==> config.mk <==
export PLATFORM = sky130hd
export DESIGN_NAME = interboard_receiver
export DESIGN_NICKNAME = d
export VERILOG_FILES = /design/src/rtl/interboard_receiver_pkg.sv /design/src/rtl/interboard_receiver_sync_bit.sv /design/src/rtl/interboard_receiver.sv
export SDC_FILE = /design/constraint.sdc
export NUM_CORES = 1
export LEC_CHECK = 0
export BUFFER_PORTS_ARGS = -buffer_cell sky130_fd_sc_hd__buf_2
export CAP_MARGIN = 20
export CORE_MARGIN = 2
export CORE_UTILIZATION = 61
export DETAILED_ROUTE_END_ITERATION = 10
export GPL_ROUTABILITY_DRIVEN = 1
export HOLD_SLACK_MARGIN = 0.05
export PLACE_DENSITY = 0.83
export RECOVER_POWER = 100
export SLEW_MARGIN = 20
export SYNTH_ARGS = -nofsm -noshare
export SYNTH_HDL_FRONTEND = slang
export SYNTH_HIERARCHICAL = 1
export SYNTH_SLANG_ARGS = --single-unit
==> constraint.sdc <==
create_clock -name clk -period 3.35 [get_ports clk]
set_input_delay 0.1675 -clock clk [delete_from_list [all_inputs] [get_ports clk]]
set_output_delay 0.1675 -clock clk [all_outputs]
set_load 0.05 [all_outputs]
==> src/rtl/interboard_receiver_pkg.sv <==
// Shared definitions for the Request/Ack inter-board link: word order, field bit positions,
// receiver FSM states and the word-to-field unpacking helper.
package interboard_receiver_pkg;

  localparam int WORD_W    = 6;
  localparam int NUM_WORDS = 4;

  localparam logic [1:0] W_HDR  = 2'd0;
  localparam logic [1:0] W_CARD = 2'd1;
  localparam logic [1:0] W_YSEL = 2'd2;
  localparam logic [1:0] W_X    = 2'd3;

  localparam int HDR_RST_BIT  = 5;
  localparam int HDR_DIR_BIT  = 4;
  localparam int HDR_TYPE_MSB = 3;
  localparam int YSEL_Y_MSB   = 5;
  localparam int YSEL_Y_LSB   = 3;
  localparam int YSEL_SEL_MSB = 2;
  localparam int X_MSB        = 4;

  typedef enum logic [1:0] {
    ST_IDLE_LOW  = 2'd0,
    ST_WAIT_REQ  = 2'd1,
    ST_WAIT_DROP = 2'd2,
    ST_DELIVER   = 2'd3
  } rx_state_e;

  typedef struct packed {
    logic       move_dir;
    logic [4:0] block_x;
    logic [2:0] block_y;
    logic [3:0] msg_type;
    logic [5:0] card;
    logic [2:0] sel_len;
  } rx_fields_t;

  function automatic rx_fields_t unpack_words(input logic [NUM_WORDS-1:0][WORD_W-1:0] w);
    rx_fields_t f;
    f.move_dir = w[W_HDR][HDR_DIR_BIT];
    f.msg_type = w[W_HDR][HDR_TYPE_MSB:0];
    f.card     = w[W_CARD];
    f.block_y  = w[W_YSEL][YSEL_Y_MSB:YSEL_Y_LSB];
    f.sel_len  = w[W_YSEL][YSEL_SEL_MSB:0];
    f.block_x  = w[W_X][X_MSB:0];
    return f;
  endfunction

endpackage

==> src/rtl/interboard_receiver_sync_bit.sv <==
// Multi-stage synchroniser for a single asynchronous input bit.
module sync_bit #(
  parameter int STAGES = 2
) (
  input  logic clk,
  input  logic rst,
  input  logic i_d,
  output logic o_q
);

  logic [STAGES-1:0] r_chain;

  // Reset to "high" so a line that is already high at reset release never looks like a fresh low.
  always_ff @(posedge clk) begin
    if (rst) begin
      r_chain <= {STAGES{1'b1}};
    end else begin
      r_chain <= {r_chain[STAGES-2:0], i_d};
    end
  end

  assign o_q = r_chain[STAGES-1];

endmodule

==> src/rtl/interboard_receiver.sv <==
// Inter-board link receiver: four-phase Request/Ack handshake, reassembles four 6-bit words
// into one game message and emits a one-cycle enable or remote-reset pulse.
module interboard_receiver #(
  parameter int SYNC_STAGES = 2,
  parameter int TIMEOUT     = 1_000_000
) (
  input  logic       clk,
  input  logic       rst,
  input  logic       Request,
  input  logic [5:0] interboard_data,
  output logic       Ack,
  output logic       interboard_rst,
  output logic       interboard_en,
  output logic       interboard_move_dir,
  output logic [4:0] interboard_block_x,
  output logic [2:0] interboard_block_y,
  output logic [3:0] interboard_msg_type,
  output logic [5:0] interboard_card,
  output logic [2:0] interboard_sel_len,
  output logic       rx_busy
);
  import interboard_receiver_pkg::*;

  localparam int TMO_W = $clog2(TIMEOUT + 1);

  rx_state_e                              r_state, w_state_nxt;
  logic                                   r_ack, w_ack_nxt;
  logic                                   r_armed, w_armed_nxt;
  logic                                   r_busy, w_busy_nxt;
  logic [1:0]                             r_word_cnt, w_cnt_nxt;
  logic [NUM_WORDS-1:0][WORD_W-1:0]       r_shadow, w_shadow_nxt;
  rx_fields_t                             r_fields, w_fields_nxt;
  logic                                   r_en, w_en_nxt;
  logic                                   r_rstp, w_rstp_nxt;
  logic [TMO_W-1:0]                       r_tmo_cnt;
  logic                                   w_req_s;
  logic                                   w_timeout;
  logic                                   w_ack_fall;

  sync_bit #(.STAGES(SYNC_STAGES)) u_req_sync (
    .clk (clk),
    .rst (rst),
    .i_d (Request),
    .o_q (w_req_s)
  );

  assign w_timeout = r_busy && (r_tmo_cnt == TMO_W'(TIMEOUT - 1));

  // Next-state and next-output logic for the handshake FSM.
  always_comb begin
    w_state_nxt  = r_state;
    w_ack_nxt    = r_ack;
    w_armed_nxt  = r_armed;
    w_busy_nxt   = r_busy;
    w_cnt_nxt    = r_word_cnt;
    w_shadow_nxt = r_shadow;
    w_fields_nxt = r_fields;
    w_en_nxt     = 1'b0;
    w_rstp_nxt   = 1'b0;
    w_ack_fall   = 1'b0;
    if (w_timeout) begin
      // Abort lands in IDLE_LOW so a Request stuck high is not taken as a new word.
      w_state_nxt  = ST_IDLE_LOW;
      w_ack_nxt    = 1'b0;
      w_armed_nxt  = 1'b0;
      w_busy_nxt   = 1'b0;
      w_cnt_nxt    = 2'd0;
      w_shadow_nxt = '0;
    end else begin
      case (r_state)
        ST_IDLE_LOW: begin
          if (!w_req_s) begin
            w_armed_nxt = 1'b1;
            w_state_nxt = ST_WAIT_REQ;
          end else begin
            w_state_nxt = ST_IDLE_LOW;
          end
        end
        ST_WAIT_REQ: begin
          if (w_req_s && r_armed) begin
            w_shadow_nxt[r_word_cnt] = interboard_data;
            w_ack_nxt   = 1'b1;
            w_busy_nxt  = 1'b1;
            w_state_nxt = ST_WAIT_DROP;
          end else begin
            w_state_nxt = ST_WAIT_REQ;
          end
        end
        ST_WAIT_DROP: begin
          if (!w_req_s) begin
            w_ack_nxt  = 1'b0;
            w_ack_fall = 1'b1;
            if (r_word_cnt == W_X) begin
              w_state_nxt = ST_DELIVER;
            end else begin
              w_cnt_nxt   = r_word_cnt + 2'd1;
              w_state_nxt = ST_WAIT_REQ;
            end
          end else begin
            w_state_nxt = ST_WAIT_DROP;
          end
        end
        ST_DELIVER: begin
          if (r_shadow[W_HDR][HDR_RST_BIT]) begin
            w_rstp_nxt = 1'b1;
          end else begin
            w_en_nxt     = 1'b1;
            w_fields_nxt = unpack_words(r_shadow);
          end
          w_cnt_nxt   = 2'd0;
          w_busy_nxt  = 1'b0;
          w_state_nxt = ST_WAIT_REQ;
        end
        default: begin
          w_state_nxt = ST_IDLE_LOW;
          w_ack_nxt   = 1'b0;
          w_armed_nxt = 1'b0;
          w_busy_nxt  = 1'b0;
          w_cnt_nxt   = 2'd0;
        end
      endcase
    end
  end

  // FSM state and registered outputs.
  always_ff @(posedge clk) begin
    if (rst) begin
      r_state    <= ST_IDLE_LOW;
      r_ack      <= 1'b0;
      r_armed    <= 1'b0;
      r_busy     <= 1'b0;
      r_word_cnt <= 2'd0;
      r_shadow   <= '0;
      r_fields   <= '0;
      r_en       <= 1'b0;
      r_rstp     <= 1'b0;
    end else begin
      r_state    <= w_state_nxt;
      r_ack      <= w_ack_nxt;
      r_armed    <= w_armed_nxt;
      r_busy     <= w_busy_nxt;
      r_word_cnt <= w_cnt_nxt;
      r_shadow   <= w_shadow_nxt;
      r_fields   <= w_fields_nxt;
      r_en       <= w_en_nxt;
      r_rstp     <= w_rstp_nxt;
    end
  end

  // Inter-word watchdog: runs while busy, restarts on every Ack fall.
  always_ff @(posedge clk) begin
    if (rst) begin
      r_tmo_cnt <= '0;
    end else if (!r_busy || w_ack_fall || w_timeout) begin
      r_tmo_cnt <= '0;
    end else begin
      r_tmo_cnt <= r_tmo_cnt + TMO_W'(1);
    end
  end

  assign Ack                 = r_ack;
  assign interboard_rst      = r_rstp;
  assign interboard_en       = r_en;
  assign interboard_move_dir = r_fields.move_dir;
  assign interboard_block_x  = r_fields.block_x;
  assign interboard_block_y  = r_fields.block_y;
  assign interboard_msg_type = r_fields.msg_type;
  assign interboard_card     = r_fields.card;
  assign interboard_sel_len  = r_fields.sel_len;
  assign rx_busy             = r_busy;

endmodule

# Word-level counts from Yosys, hierarchy flattened
# Cells that the tools add are included.
[word_totals]
ff_bits = 77
in_bits = 9
out_inout_bits = 26
wordCells = 74
[classes]
n_addsub = 2
n_lt_le_gt_ge = 2
n_eq_ne = 8
mux = 20
n_bitwise = 4
n_reduce_logical = 19
[op_table]
columns = ["cell", "n"]
rows = [
  ["$bwmux 24", 1],
  ["$add 20x1->20 const B", 1],
  ["$eq 20x20->1 const B", 1],
  ["$demux 6 s2", 1],
  ["$mux 2", 5],
  ["$reduce_and 3->1", 3],
  ["$mux 1", 8],
  ["$pmux 2 s4", 1],
  ["$eq 2x2->1 const B", 3],
  ["$mux 6", 1],
  ["$ne 2x2->1 const B", 3],
  ["$reduce_and 2->1", 3],
  ["$reduce_bool 2->1", 3],
  ["$not 1->1", 4],
  ["$pmux 1 s2", 2],
  ["$pmux 2 s2", 1],
  ["$reduce_or 2->1", 2],
  ["$logic_and 1x1->1", 3],
  ["$lt 2x3->1 const B", 1],
  ["$reduce_or 3->1", 1],
  ["$add 2x1->2 const B", 1],
  ["$eq 2x1->1 const B", 1],
  ["$ge 2x1->1 const B", 1],
  ["$logic_not 2->1", 1],
  ["2 further kinds", 3],
]

# Logic depth before layout (Yosys ltp)
# Gate-level depths: netlist of run 1.
[depth]
depth_word = 6
mapped_depth = 7
ltp_nobuf = 5

# Hierarchy
# The synthesis of run 1 kept the hierarchy.
[by_module_without_submodules]
columns = ["mod", "n_inst", "cells_per_inst", "area_per_inst_um2", "seq_area_each_um2"]
rows = [
  ["interboard_receiver", 1, 350, 3002.9, 1481.4],
  ["sync_bit", 1, 4, 52.6, 40.0],
]

# Worst setup path before layout of run 1
# OpenSTA, ideal clock, no wires.
[synth_timing]
path_type = "register -> register"
startpoint = "register r_tmo_cnt[0]"
endpoint = "register r_fields (netlist bit interboard_block_x[0])"
setup_time_ps = 120
t_arrival_ps = 1872
t_required_ps = 3230
slack_ps = 1358
stages_incl_launch_ff = 8
path_buffers = 2
period_less_slack_ps = 1992
cell_sequence = "dfxtp_1 > ha_1 > nand4_1 > or4_4 > o31a_1 > buf_2 > buf_6 > mux2i_1"
[synth_via]
elab_chain_cells = 4
[synth_rtl]
columns = ["element", "line_no", "text"]
rows = [
  ["from (decl)", "interboard_receiver.sv:35", "logic [TMO_W-1:0] r_tmo_cnt;"],
  ["from (signal assigned)", "interboard_receiver.sv:157", "r_tmo_cnt <= r_tmo_cnt + TMO_W'(1);"],
  ["$eq 20x20->1", "interboard_receiver.sv:47", "assign w_timeout = r_busy && (r_tmo_cnt == TMO_W'(TIMEOUT - 1));"],
  ["$logic_and 1x1->1", "interboard_receiver.sv:47", ""],
  ["$not 1->1 (no source line)", "n/a", ""],
  ["$reduce_and 3->1 (no source line)", "n/a", ""],
  ["to (signal assigned)", "interboard_receiver.sv:144", "r_fields <= w_fields_nxt;"],
  ["to (decl)", "interboard_receiver.sv:32", "rx_fields_t r_fields, w_fields_nxt;"],
]
# No other way between the ends.
# A chain may end at the register's enable or synchronous reset.

# Final worst setup path of run 1
[layout_timing]
startpoint = "register r_tmo_cnt[0]"
endpoint = "register r_fields (netlist bit interboard_card[1])"
# The elaborated chain is that of the path after synthesis.

==> impl_results.md, run 1 <==
* ANT cells at 0
* Layout cell share with drive strength beyond 1 at 0.0665
* Synth cell count leaders: nand2_1, dfxtp_1, a21oi_1
* Die Y at 74.8 um
* Fmax at 405 MHz
* Crit Path Max Fanout at 22
* Fillers at 434
* Vias in the first global route at 2,295
* CP max stage delay at 610 ps
* Flop and latch count out of synthesis at 76
* Setup crit end kind: register
* GR Overflow Total at 0
* P&R area growth vs syn at 10.7%
* Total area of sequential cells at 1520 sq um
* Max Cap Viol at 0
* Routed length on met1 at 2570 um
* HPWL Detailed at 4040 um
* Worst-path clk slew at 70 ps
* Nets at 400
* Cell accounting for the most synthesized area: dfxtp_1
* # port buffers at 34
* Top FF cell, synth: dfxtp_1
* CTS tree: done
* Pre-antenna DRT Iters at 4
* Slew of the pin with the lowest slew margin at 972 ps
* Buf/Inv on CP at 1
* Fin. Hold Viols at 0
* Syn. warnings at 6
* Final GP Congestion at 0.808
* Final period utilization at 0.737
* Met3 WL post-DR at 221 um
* Syn avg cell area at 8.63 sq um
* IO Pins at 35
* Async set-reset flop share out of synthesis at 0
* Critical Path RT at 3550 ps
* Avg WL per Cell at 12.7 um
* Finish-stage setup viols at 0
* DIE AREA at 5590 sq um
* Setup TNS at 0 ps
* Clock share of power at 0.386
* DR WL met2 at 2910 um
* Rel. slew slack at 0.352
* Syn Nets at 368
* Slowest CP cell: or4_1
* Slew Limit Fails at 0
* Logic pwr share at 0.022
* Worst-Skew Late Latency at 340 ps
* CTS H-tree depth at 3
* Internal power at 0.00120 W
* Max VDD drop at 237 uV
* Post-cts resize count at 0
* Initial antenna violation count at 0
* Final Total Pwr at 0.00154 W
* Post-synth EDFFs at 0
* Most frequent cell after synthesis: nand2_1
* WL final at 5840 um
* Clock Path Buffers at 2
* Syn Std Cell Area at 3060 sq um
* Hold buffer count at CTS at 1
* Startpoint types: register
* Switching Share at 0.216
* Num rows at 25
* Via/cell ratio at 5.45
* Pin count of the biggest net entering global routing at 46
* RSZ-0062 raised after global routing: false
* CTS Sinks at 76
* Initial core utilization at 0.638
* Min Clock Period, post-route at 2470 ps
* Post-Syn Instances at 354
* Clock Skew at 7.37 ps
* Post-synth top area share at 0.498
* Die W at 74.8 um
* Sw Pwr at 0.000332 W
* CP delay by family, top: simple AND/OR/NAND/NOR gates
* Multi-input combinational cell area at 1410 sq um
* Post-CTS Setup Inserts at 0
* # DRC at 0
* CTS buffer count at 9
* Cell variety after synth at 34
* Vias at 2,494
* Routed Antenna Nets at 0
* Synth top area cells: dfxtp_1, nand2_1, mux2i_1, a21oi_1, nand3_1
* PwrDens at 454 nW/um^2
* Top Layer Used: met4
* Core area at 4790 sq um
* Initial drt markers at 190
* CTS root buffer: clkbuf_8
* Status: finished, final reports clean
* Kind of critical path: reg2reg
* Sequential power share at 0.592
* First-pass GRT wire length at 10000 um
* GRT Util Overall at 0.236
* Critical Path AT at 2670 ps
* Sequential area share after synthesis at 0.498
* Crit-path cells: ha_1, nand4_1, or4_1, o31a_1, clkbuf_2, mux2i_1
* P_leak at 1.04 nW
* Hold Path Class: in2reg
==> through the flow <==
| stage | hold slack (ps) | cells | cell area [sq um] | utilization | setup slack, ps |
|---|---|---|---|---|---|
| finish | 79.7 | 458 | 3380 | 0.707 | 882 |
| global route | 72.3 | 458 | 3380 | 0.707 | 653 |
| CTS | 66.8 | 458 | 3430 | 0.716 | 1080 |
| detailed placement | 360 | 441 | 3260 | 0.680 | 1090 |
| global placement | 350 | 441 | 3260 | 0.680 | 1170 |
| floorplan | 265 | 354 | 3060 | - | 1360 |
==> power groups by stage <==
| stage | combinational (W) | sequential (W) | clock (W) |
|---|---|---|---|
| 6_report | 0.0000341 | 0.000909 | 0.000592 |
| 4_1_cts | 0.0000343 | 0.000909 | 0.000604 |
| 5_1_grt | 0.0000372 | 0.000909 | 0.000641 |
| 3_3_place_gp | 0.0000324 | 0.000930 | 0 |
| 3_5_place_dp | 0.0000330 | 0.000930 | 0 |
| 2_1_floorplan | 0.0000191 | 0.000930 | 0 |
==> state kept, by name, summed over array words and instances, names as in the netlist <==
name,cells
r_shadow,23
r_tmo_cnt,20
interboard_card,6
interboard_block_x,5
interboard_msg_type,4
interboard_block_y,3
interboard_sel_len,3
r_state,2
r_word_cnt,2
u_req_sync/r_chain,2
Ack,1
interboard_en,1
interboard_move_dir,1
interboard_rst,1
r_armed,1
rx_busy,1
==> final cells by class <==
class | instances | area share
Clock inverter | 2 | 0.00296
Multi-Input combinational cell | 251 | 0.418
Sequential cell | 76 | 0.450
Clock buffer | 14 | 0.0451
Inverter | 10 | 0.0111
Tap cell | 67 | 0.0248
Timing Repair Buffer | 38 | 0.0485
==> layout by cell type, fill, tap and decap left out, drive strengths merged <==
| cell | netlist | layout |
|---|---|---|
| dfxtp | 76 | 76 |
| nand2 | 78 | 78 |
| nor2 | 25 | 25 |
| and4b | 1 | 1 |
| and2 | 1 | 1 |
| nand4b | 1 | 1 |
| nor3b | 1 | 1 |
| xnor2 | 6 | 6 |
| ha | 5 | 5 |
| dlygate4sd3 | 0 | 1 |
| o21ai | 8 | 8 |
| o31ai | 3 | 3 |
| nor3 | 6 | 6 |
| a21oi | 33 | 33 |
| nand4 | 7 | 7 |
| a22oi | 1 | 1 |
| inv | 10 | 10 |
| and4 | 2 | 2 |
| or2 | 2 | 2 |
| buf | 7 | 9 |
| o31a | 1 | 1 |
| nor4 | 1 | 1 |
| clkbuf | 10 | 42 |
| mux2i | 23 | 23 |
| xor2 | 5 | 5 |
| or4 | 5 | 5 |
| nand3 | 28 | 28 |
| nand2b | 1 | 1 |
| clkinv | 0 | 2 |
| or3 | 7 | 7 |
==> worst paths after layout <==
path                                       startpoint                     to  slack [ps]  depth (start not counted)
worst min-delay path                              rst  u_req_sync/r_chain[1]          80                          2
worst max register to register           r_tmo_cnt[0]     interboard_card[1]         880                          6
worst min register to register  u_req_sync/r_chain[0]  u_req_sync/r_chain[1]         410                          1
worst max-delay path                     r_tmo_cnt[0]     interboard_card[1]         880                          6
==> routing by layer <==
metal  up-vias  global-route usage
met5         -                   0
met4         0               0.123
met3        13              0.0629
met2        45               0.414
met1      1162               0.262
li1       1274                   -
==> kinds of logic (layout without fill, tap and decap cells) <==
logic type,count (synthesis),in the layout,share of synthesized area
AO/OA/AOI/OAI,46,46,0.0827
XOR/XNOR,11,11,0.0315
adder cells (fa/ha/maj),5,5,0.0205
buffers and inverters,27,64,0.0401
flip-flops,76,76,0.498
multiplexers,23,23,0.0753
AND/OR/NAND/NOR,166,166,0.252
Power figures use the tool's default switching activity.
==> run 2, diff against run 1 <==
--- a/config.mk
+++ b/config.mk
@@ -5,14 +5,15 @@
 export SDC_FILE = /design/constraint.sdc
 export NUM_CORES = 1
 export LEC_CHECK = 0
+export ABC_AREA = 1
 export BUFFER_PORTS_ARGS = -buffer_cell sky130_fd_sc_hd__buf_2
 export CAP_MARGIN = 20
 export CORE_MARGIN = 2
-export CORE_UTILIZATION = 61
+export CORE_UTILIZATION = 52
 export DETAILED_ROUTE_END_ITERATION = 10
 export GPL_ROUTABILITY_DRIVEN = 1
 export HOLD_SLACK_MARGIN = 0.05
-export PLACE_DENSITY = 0.83
+export PLACE_DENSITY = 0.75
 export RECOVER_POWER = 100
 export SLEW_MARGIN = 20
 export SYNTH_ARGS = -nofsm -noshare
==> constraint.sdc (replaced) <==
create_clock -name clk -period 2.2 [get_ports clk]
set_input_delay 0.11 -clock clk [delete_from_list [all_inputs] [get_ports clk]]
set_output_delay 0.11 -clock clk [all_outputs]
set_load 0.05 [all_outputs]
==> run 2 against run 1 <==
Synthesized area rose by 8.5%. Synthesized cell count rose by 27%. Sequential power rose by 52%. Cell count rose by 24%. Routed wire length rose by 13%. Worst hold slack improved by 7.0 ps. Worst setup slack got worse by 500 ps. Register-to-register slack got worse by 500 ps. Clock power rose by 110%.
==> impl_results.md, run 2 <==
* Core area at 6240 sq um (+30%)
* Kind of critical path: reg2reg
* GRT Util Overall at 0.199 (-0.0365)
* Vias at 2,890 (+16%)
* Most common cell on crit path: nor2_1
* IO Pins at 35 (unchanged)
* Fillers at 599 (+38%)
* Crit Path Max Fanout at 35 (+59%)
* Nets at 500 (+25%)
* Vias in the first global route at 2,687 (+17%)
* Most frequent cell after synthesis: nand2_1
* Max VDD drop at 511 uV (+120%)
* Cell accounting for the most synthesized area: dfxtp_1
* Sequential area share after synthesis at 0.459 (-0.0391)
* Setup crit end kind: register
* Area post-placement at 3530 sq um (+8.5%)
* Min Clock Period, post-route at 1820 ps (-651 ps)
* Syn. warnings at 6 (unchanged)
* Register with the most flip-flops: r_shadow
* RSZ-0062 raised after global routing: false
* Post-Syn Instances at 451 (+27%)
* RR Endpoint: interboard_sel_len[2]
* # DRC at 0 (unchanged)
* R2R depth at 7 (+1)
* PwrDens at 710 nW/um^2 (+56%)
* Synth cell count leaders: nand2_1, dfxtp_1, nor2_1
* P&R area growth vs syn at 13.5%
* CP max stage delay at 360 ps (-250 ps)
* Cell variety after synth at 27 (-21%)
* # port buffers at 34 (unchanged)
* Top FF cell, synth: dfxtp_1
* Most frequent cells in the layout: nand2_1, dfxtp_1, nor2_1
* GR Overflow Total at 0 (unchanged)
* Die Y at 83.9 um (+12%)
* Post-Place Cells at 549 (+24%)
* Final GP Congestion at 0.814 (+0.78%)
* CTS H-tree depth at 3 (unchanged)
* Final period utilization at 0.826 (+0.0890)
* CTS buffer count at 9 (unchanged)
* Post-synth EDFFs at 0 (unchanged)
* Layout cell share with drive strength beyond 1 at 0.0978 (+0.0313)
* Async set-reset flop share out of synthesis at 0 (unchanged)
* Critical Path AT at 2050 ps (-620 ps)
* Hold Path Sink: r_shadow[0]
* Design area at 3760 sq um (+11%)
* Num rows at 29 (+16%)
* Via/cell ratio at 5.09 (-6.6%)
* Critical Path RT at 2440 ps (-1110 ps)
* Pin count of the biggest net entering global routing at 45 (-2.2%)
* HPWL Detailed at 4590 um (+14%)
* Status: finished, final reports clean
* R2R setup slack at 380 ps (-500 ps)
* Fmax at 550 MHz (+36%)
* First-pass GRT wire length at 11,600 um (+16%)
* Finish-stage setup viols at 0 (unchanged)
* Flop and latch count out of synthesis at 76 (unchanged)
* Syn Nets at 465 (+26%)
* Syn avg cell area at 7.35 sq um (-15%)
* Setup TNS at 0 ps (unchanged)
* Max reg flops at 23 (unchanged)
* Pre-antenna DRT Iters at 4 (unchanged)
* Routed Antenna Nets at 0 (unchanged)
* Worst-path clk slew at 80 ps (about the same)
* P_leak at 1.32 nW (+27%)
* Crit-path cells: ha_1, nand3_1, nor2_1, nand4_4, buf_4, a21oi_1, nor2_1
* Initial antenna violation count at 0 (unchanged)
* ANT cells at 0 (unchanged)
* Reg-to-Reg Start: r_tmo_cnt[0]
* DIE AREA at 7030 sq um (+26%)
* Clock Path Buffers at 2 (unchanged)
* Syn Std Cell Area at 3320 sq um (+8.5%)
* Initial drt markers at 165 (-13%)
* Hold Path Cell Cnt at 3 (+1)
* Fin. Hold Viols at 0 (unchanged)
* Slew of the pin with the lowest slew margin at 606 ps (-366 ps)
* Initial core utilization at 0.531 (-0.107)
* Startpoint types: register
* Slowest CP cell: dfxtp_1
* Clock Skew at 8.22 ps (+0.853 ps)
* Worst-Skew Late Latency at 340 ps (about the same)
* Slew Limit Fails at 0 (unchanged)
* Synth top area cells: dfxtp_1, nand2_1, a21oi_1, nand3_1, nor2_1
* CTS Sinks at 76 (unchanged)
* Rel. slew slack at 0.598 (+0.246)
* WL final at 6580 um (+13%)
* Commonest non-fill, non-tap cell in the layout: nand2_1
* HP Start: interboard_data[0]
* Die W at 83.9 um (+12%)
* CTS root buffer: clkbuf_8
* Hold Path Class: in2reg
* Max Cap Viol at 0 (unchanged)
* Avg WL per Cell at 11.6 um (-9.1%)
* Post-cts resize count at 0 (unchanged)
* Fin cells at 568 (+24%)
* Post-synth top area share at 0.459 (-0.0391)
* CTS tree: done
## run 2: cell count changes after synthesis, moves of 6 or more
cell	previous run	this run
nand3_2	1	8
inv_1	9	50
nor3_1	6	12
mux2i_1	23	0
a21oi_1	32	56
or3_1	7	0
clkbuf_1	10	3
nand3_1	27	48
nand2_1	78	88
nor2_1	25	60
## run 2: what timing repair did
| action | 4_1_cts | 5_1_grt |
|---|---|---|
| hold endpoints to repair | 2 | 0 |
| endpoints found under the setup margin | 0 | 0 |
| buffers inserted | 0 | 0 |
| hold buffers | 3 | 0 |
## run 2: final cells by class
cell class	count	area, sq um	share of cell area
Sequential cell	76	1520	0.404
Clock buffer	12	165	0.0439
Tap cell	77	96.3	0.0256
Timing Repair Buffer	42	216	0.0575
Multi-Input combinational cell	305	1500	0.398
Clock inverter	4	70.1	0.0186
Inverter	52	195	0.0519
## run 2: worst max-delay path: cells and delay by family, from the launching register on
family	cells	cell delay, ps
simple gates	4	650
flops	1	360
buf+inv	1	320
fa+ha+maj	1	200
compound gates	1	170
## run 2: worst max path at each step
stage	startpoint	end	depth (start not counted)
2_1_floorplan	r_tmo_cnt[0]	interboard_block_x[0]	7
3_3_place_gp	r_tmo_cnt[0]	interboard_card[3]	7
3_5_place_dp	r_tmo_cnt[0]	interboard_card[1]	7
4_1_cts	r_tmo_cnt[0]	interboard_card[1]	7
5_1_grt	r_tmo_cnt[0]	interboard_block_x[1]	8
6_report	r_tmo_cnt[0]	interboard_sel_len[2]	7
## run 2: cells by family after synthesis
kind of cell,count (synthesis),synth area share
simple gates,232,0.321
compound gates,63,0.0966
buf+inv,70,0.0917
flops,76,0.459
xor+xnor,5,0.0132
fa+ha+maj,5,0.0189
## run 2: power breakdown
part	switching [W]	leakage (nW)	internal, W
clock network	0.000491	0.122	0.000728
registers	0.00000387	0.613	0.00138
logic	0.0000447	0.588	0.0000244
total	0.000540	1.32	0.00213
## run 2: through the flow
step / total power (W) / hold WS [ps] / worst slack (ps) / util
floorplan: 0.00146 / 195 / 718 / -
global placement: 0.00148 / 281 / 520 / 0.566
detailed placement: 0.00148 / 286 / 446 / 0.566
CTS: 0.00270 / 67.5 / 429 / 0.609
global route: 0.00276 / 83.9 / 175 / 0.603
finish: 0.00267 / 86.7 / 383 / 0.603
## run 2: per-layer routing
metal | global-route usage | vias to the layer above | wire length, um
met5 | 0 | - | 0
met4 | 0.0894 | 0 | 105
met3 | 0.0356 | 9 | 237
met2 | 0.311 | 41 | 2840
met1 | 0.271 | 1326 | 3400
li1 | - | 1514 | -
==> run 3, diff against run 2 <==
--- a/config.mk
+++ b/config.mk
@@ -5,15 +5,15 @@
 export SDC_FILE = /design/constraint.sdc
 export NUM_CORES = 1
 export LEC_CHECK = 0
-export ABC_AREA = 1
+export ABC_AREA = 0
 export BUFFER_PORTS_ARGS = -buffer_cell sky130_fd_sc_hd__buf_2
 export CAP_MARGIN = 20
 export CORE_MARGIN = 2
-export CORE_UTILIZATION = 52
+export CORE_UTILIZATION = 57
 export DETAILED_ROUTE_END_ITERATION = 10
 export GPL_ROUTABILITY_DRIVEN = 1
 export HOLD_SLACK_MARGIN = 0.05
-export PLACE_DENSITY = 0.75
+export PLACE_DENSITY = 0.78
 export RECOVER_POWER = 100
 export SLEW_MARGIN = 20
 export SYNTH_ARGS = -nofsm -noshare
==> constraint.sdc (replaced) <==
create_clock -name clk -period 1.7 [get_ports clk]
set_input_delay 0.085 -clock clk [delete_from_list [all_inputs] [get_ports clk]]
set_output_delay 0.085 -clock clk [all_outputs]
set_load 0.05 [all_outputs]
==> run 3 against run 2 <==
The run now ends with setup timing left. Combinational power increased by 91%. Global-route usage increased by 4.3 points. Count of clock-buffer cells in the layout decreased by 1. Largest cell class is now multi-input gates. Largest power group unchanged. Highest routed layer unchanged.
==> impl_results.md, run 3 (synthesized netlist as in run 1, its figures left out) <==
* Status: complete, but fails checks
* Failing checks: setup timing
* Slew Limit Fails at 0 (unchanged)
* Worst setup margin at -194 ps (-578 ps)
* Kind of critical path: reg2reg
* GR Overflow Total at 0 (unchanged)
* Startpoint types: register
* Vias in the first global route at 2,619 (-2.5%)
* Avg WL per Cell at 15.4 um (+33%)
* Pin count of the biggest net entering global routing at 33 (-27%)
* Worst Hold Margin at 413 ps (+327 ps)
* Final GP Congestion at 0.779 (-4.3%)
* Pre-antenna DRT Iters at 4 (unchanged)
* Initial drt markers at 250 (+52%)
* First-pass GRT wire length at 11,600 um (about the same)
* Multi-input combinational cell area at 1590 sq um (+6.3%)
* PwrDens at 862 nW/um^2 (+21%)
* Fin cells at 501 (-12%)
* Total area of sequential cells at 1530 sq um (+0.41%)
* Register with the most flip-flops: r_shadow
* Initial core utilization at 0.594 (+0.0632)
* Initial antenna violation count at 0 (unchanged)
* Routed Antenna Nets at 0 (unchanged)
* Max VDD drop at 758 uV (+48%)
* Reg-to-Reg Start: r_tmo_cnt[0]
* Final period utilization at 1.11 (+0.289)
* Fin. Hold Viols at 0 (unchanged)
* Hold Path Class: reg2reg
* Fillers at 347 (-42%)
* HPWL Detailed at 4420 um (-3.7%)
* P&R area growth vs syn at 33.3%
* Vias at 2,773 (-4.0%)
* Busiest layer in global routing: met2
* Core area at 5140 sq um (-18%)
* Setup crit end kind: register
* Design area at 4070 sq um (+8.2%)
* CTS Sinks at 76 (unchanged)
* ANT cells at 0 (unchanged)
* Clock Skew at 10.1 ps (+1.90 ps)
* Finish-stage setup viols at 74 (+74)
* P_leak at 1.31 nW (-1.3%)
* M3 GR Usage at 0.0682 (+0.0326)
* Rel. slew slack at 0.599 (+0.000980)
* Commonest non-fill, non-tap cell in the layout: nand2_1
* Max Cap Viol at 0 (unchanged)
* Die W at 77.2 um (-7.9%)
* Nets at 440 (-12%)
* Worst-Skew Late Latency at 360 ps (+20 ps)
* Layout cell share with drive strength beyond 1 at 0.234 (+0.137)
* RSZ-0062 raised after global routing: true
* Critical Path AT at 2140 ps (+90 ps)
* Post-Place Cells at 469 (-15%)
* Num rows at 26 (-10%)
* Max reg flops at 23 (unchanged)
* DIE AREA at 5960 sq um (-15%)
* Critical Path RT at 1940 ps (-500 ps)
* GRT Util Overall at 0.242 (+0.0430)
* Crit Path Max Fanout at 22 (-37%)
* Die Y at 77.2 um (-7.9%)
* Fmax at 528 MHz (-4.1%)
* Setup TNS at -9860 ps (-9860 ps)
* CTS buffer count at 9 (unchanged)
* Via/cell ratio at 5.53 (+8.8%)
* # port buffers at 34 (unchanged)
* Worst-path clk slew at 80 ps (about the same)
* CP startpoint: r_tmo_cnt[0]
* # DRC at 0 (unchanged)
* Most frequent cells in the layout: nand2_1, dfxtp_1, nand3_1, clkbuf_1
* CTS H-tree depth at 3 (unchanged)
* Placement Setup Slack at -199 ps (-646 ps)
* Slew of the pin with the lowest slew margin at 605 ps (-1.48 ps)
* Min Clock Period, post-route at 1890 ps (+77.7 ps)
* CTS tree: done
* WL final at 7700 um (+17%)
* IO Pins at 35 (unchanged)
* Met1 usage at 0.270 (about the same)
* Met2 Track Usage GR at 0.438 (+0.127)
* Clock Path Buffers at 2 (unchanged)
* Area post-placement at 3510 sq um (-0.57%)
* HP Start: u_req_sync/r_chain[0]
* CTS root buffer: clkbuf_8
## run 3: changes by cell type in the layout (fill, tap and decap cells not counted), moves of 6 or more
cell | previous run | this run
a21oi_1 | 56 | 7
a21oi_2 | 0 | 25
buf_4 | 4 | 25
dlygate4sd3_1 | 3 | 9
inv_1 | 50 | 9
mux2i_1 | 0 | 23
nand2_1 | 88 | 78
nand3_1 | 48 | 27
nand3_2 | 8 | 1
nor2_1 | 61 | 20
nor3_1 | 11 | 4
or3_1 | 0 | 7
## run 3: what timing repair did
action	CTS	global route
endpoints found under the setup margin	74	74
gates cloned	0	3
endpoints found under the hold margin	25	0
buffers inserted	1	3
hold buffers	9	0
resized for setup	2	43
pin swaps	10	7
## run 3: power breakdown
part	switching [W]	leakage [nW]	internal (W)
clock	0.000675	0.120	0.000912
combinational	0.0000729	0.572	0.0000586
sequential	0.00000676	0.614	0.00178
total	0.000755	1.31	0.00275
## run 3: per-stage QoR
stage | util | power [W]
2_1_floorplan | - | 0.00187
3_3_place_gp | 0.684 | 0.00191
3_5_place_dp | 0.684 | 0.00191
4_1_cts | 0.750 | 0.00350
5_1_grt | 0.792 | 0.00361
6_report | 0.792 | 0.00351
## run 3: layer usage
layer	vias to the layer above	routed length, um
li1	1356	-
met1	1310	3010
met2	87	4140
met3	20	376
met4	0	174
met5	-	0
## run 3: area by class of cell
class                      count  share of cell area
clock buffer                  11              0.0372
clock inverter                 5              0.0203
inverter                      10             0.00922
multi-input combinational    251               0.391
sequential                    76               0.375
tap                           70              0.0215
timing repair buffer          78               0.146
## run 3: path summary, 6_finish.rpt
kind                                         endpoint  slack [ps]  cells past startpoint
worst max-delay path               interboard_card[4]        -190                      6
worst min-delay path            u_req_sync/r_chain[1]         410                      1
worst max register to register     interboard_card[4]        -190                      6
worst min register to register  u_req_sync/r_chain[1]         410                      1
## run 3: critical path, stage by stage (launching register included)
cell,delay (ps)
dfxtp_4,370
ha_4,130
nand4_1,100
or4_4,560
o31a_1,290
buf_12,180
mux2i_1,140
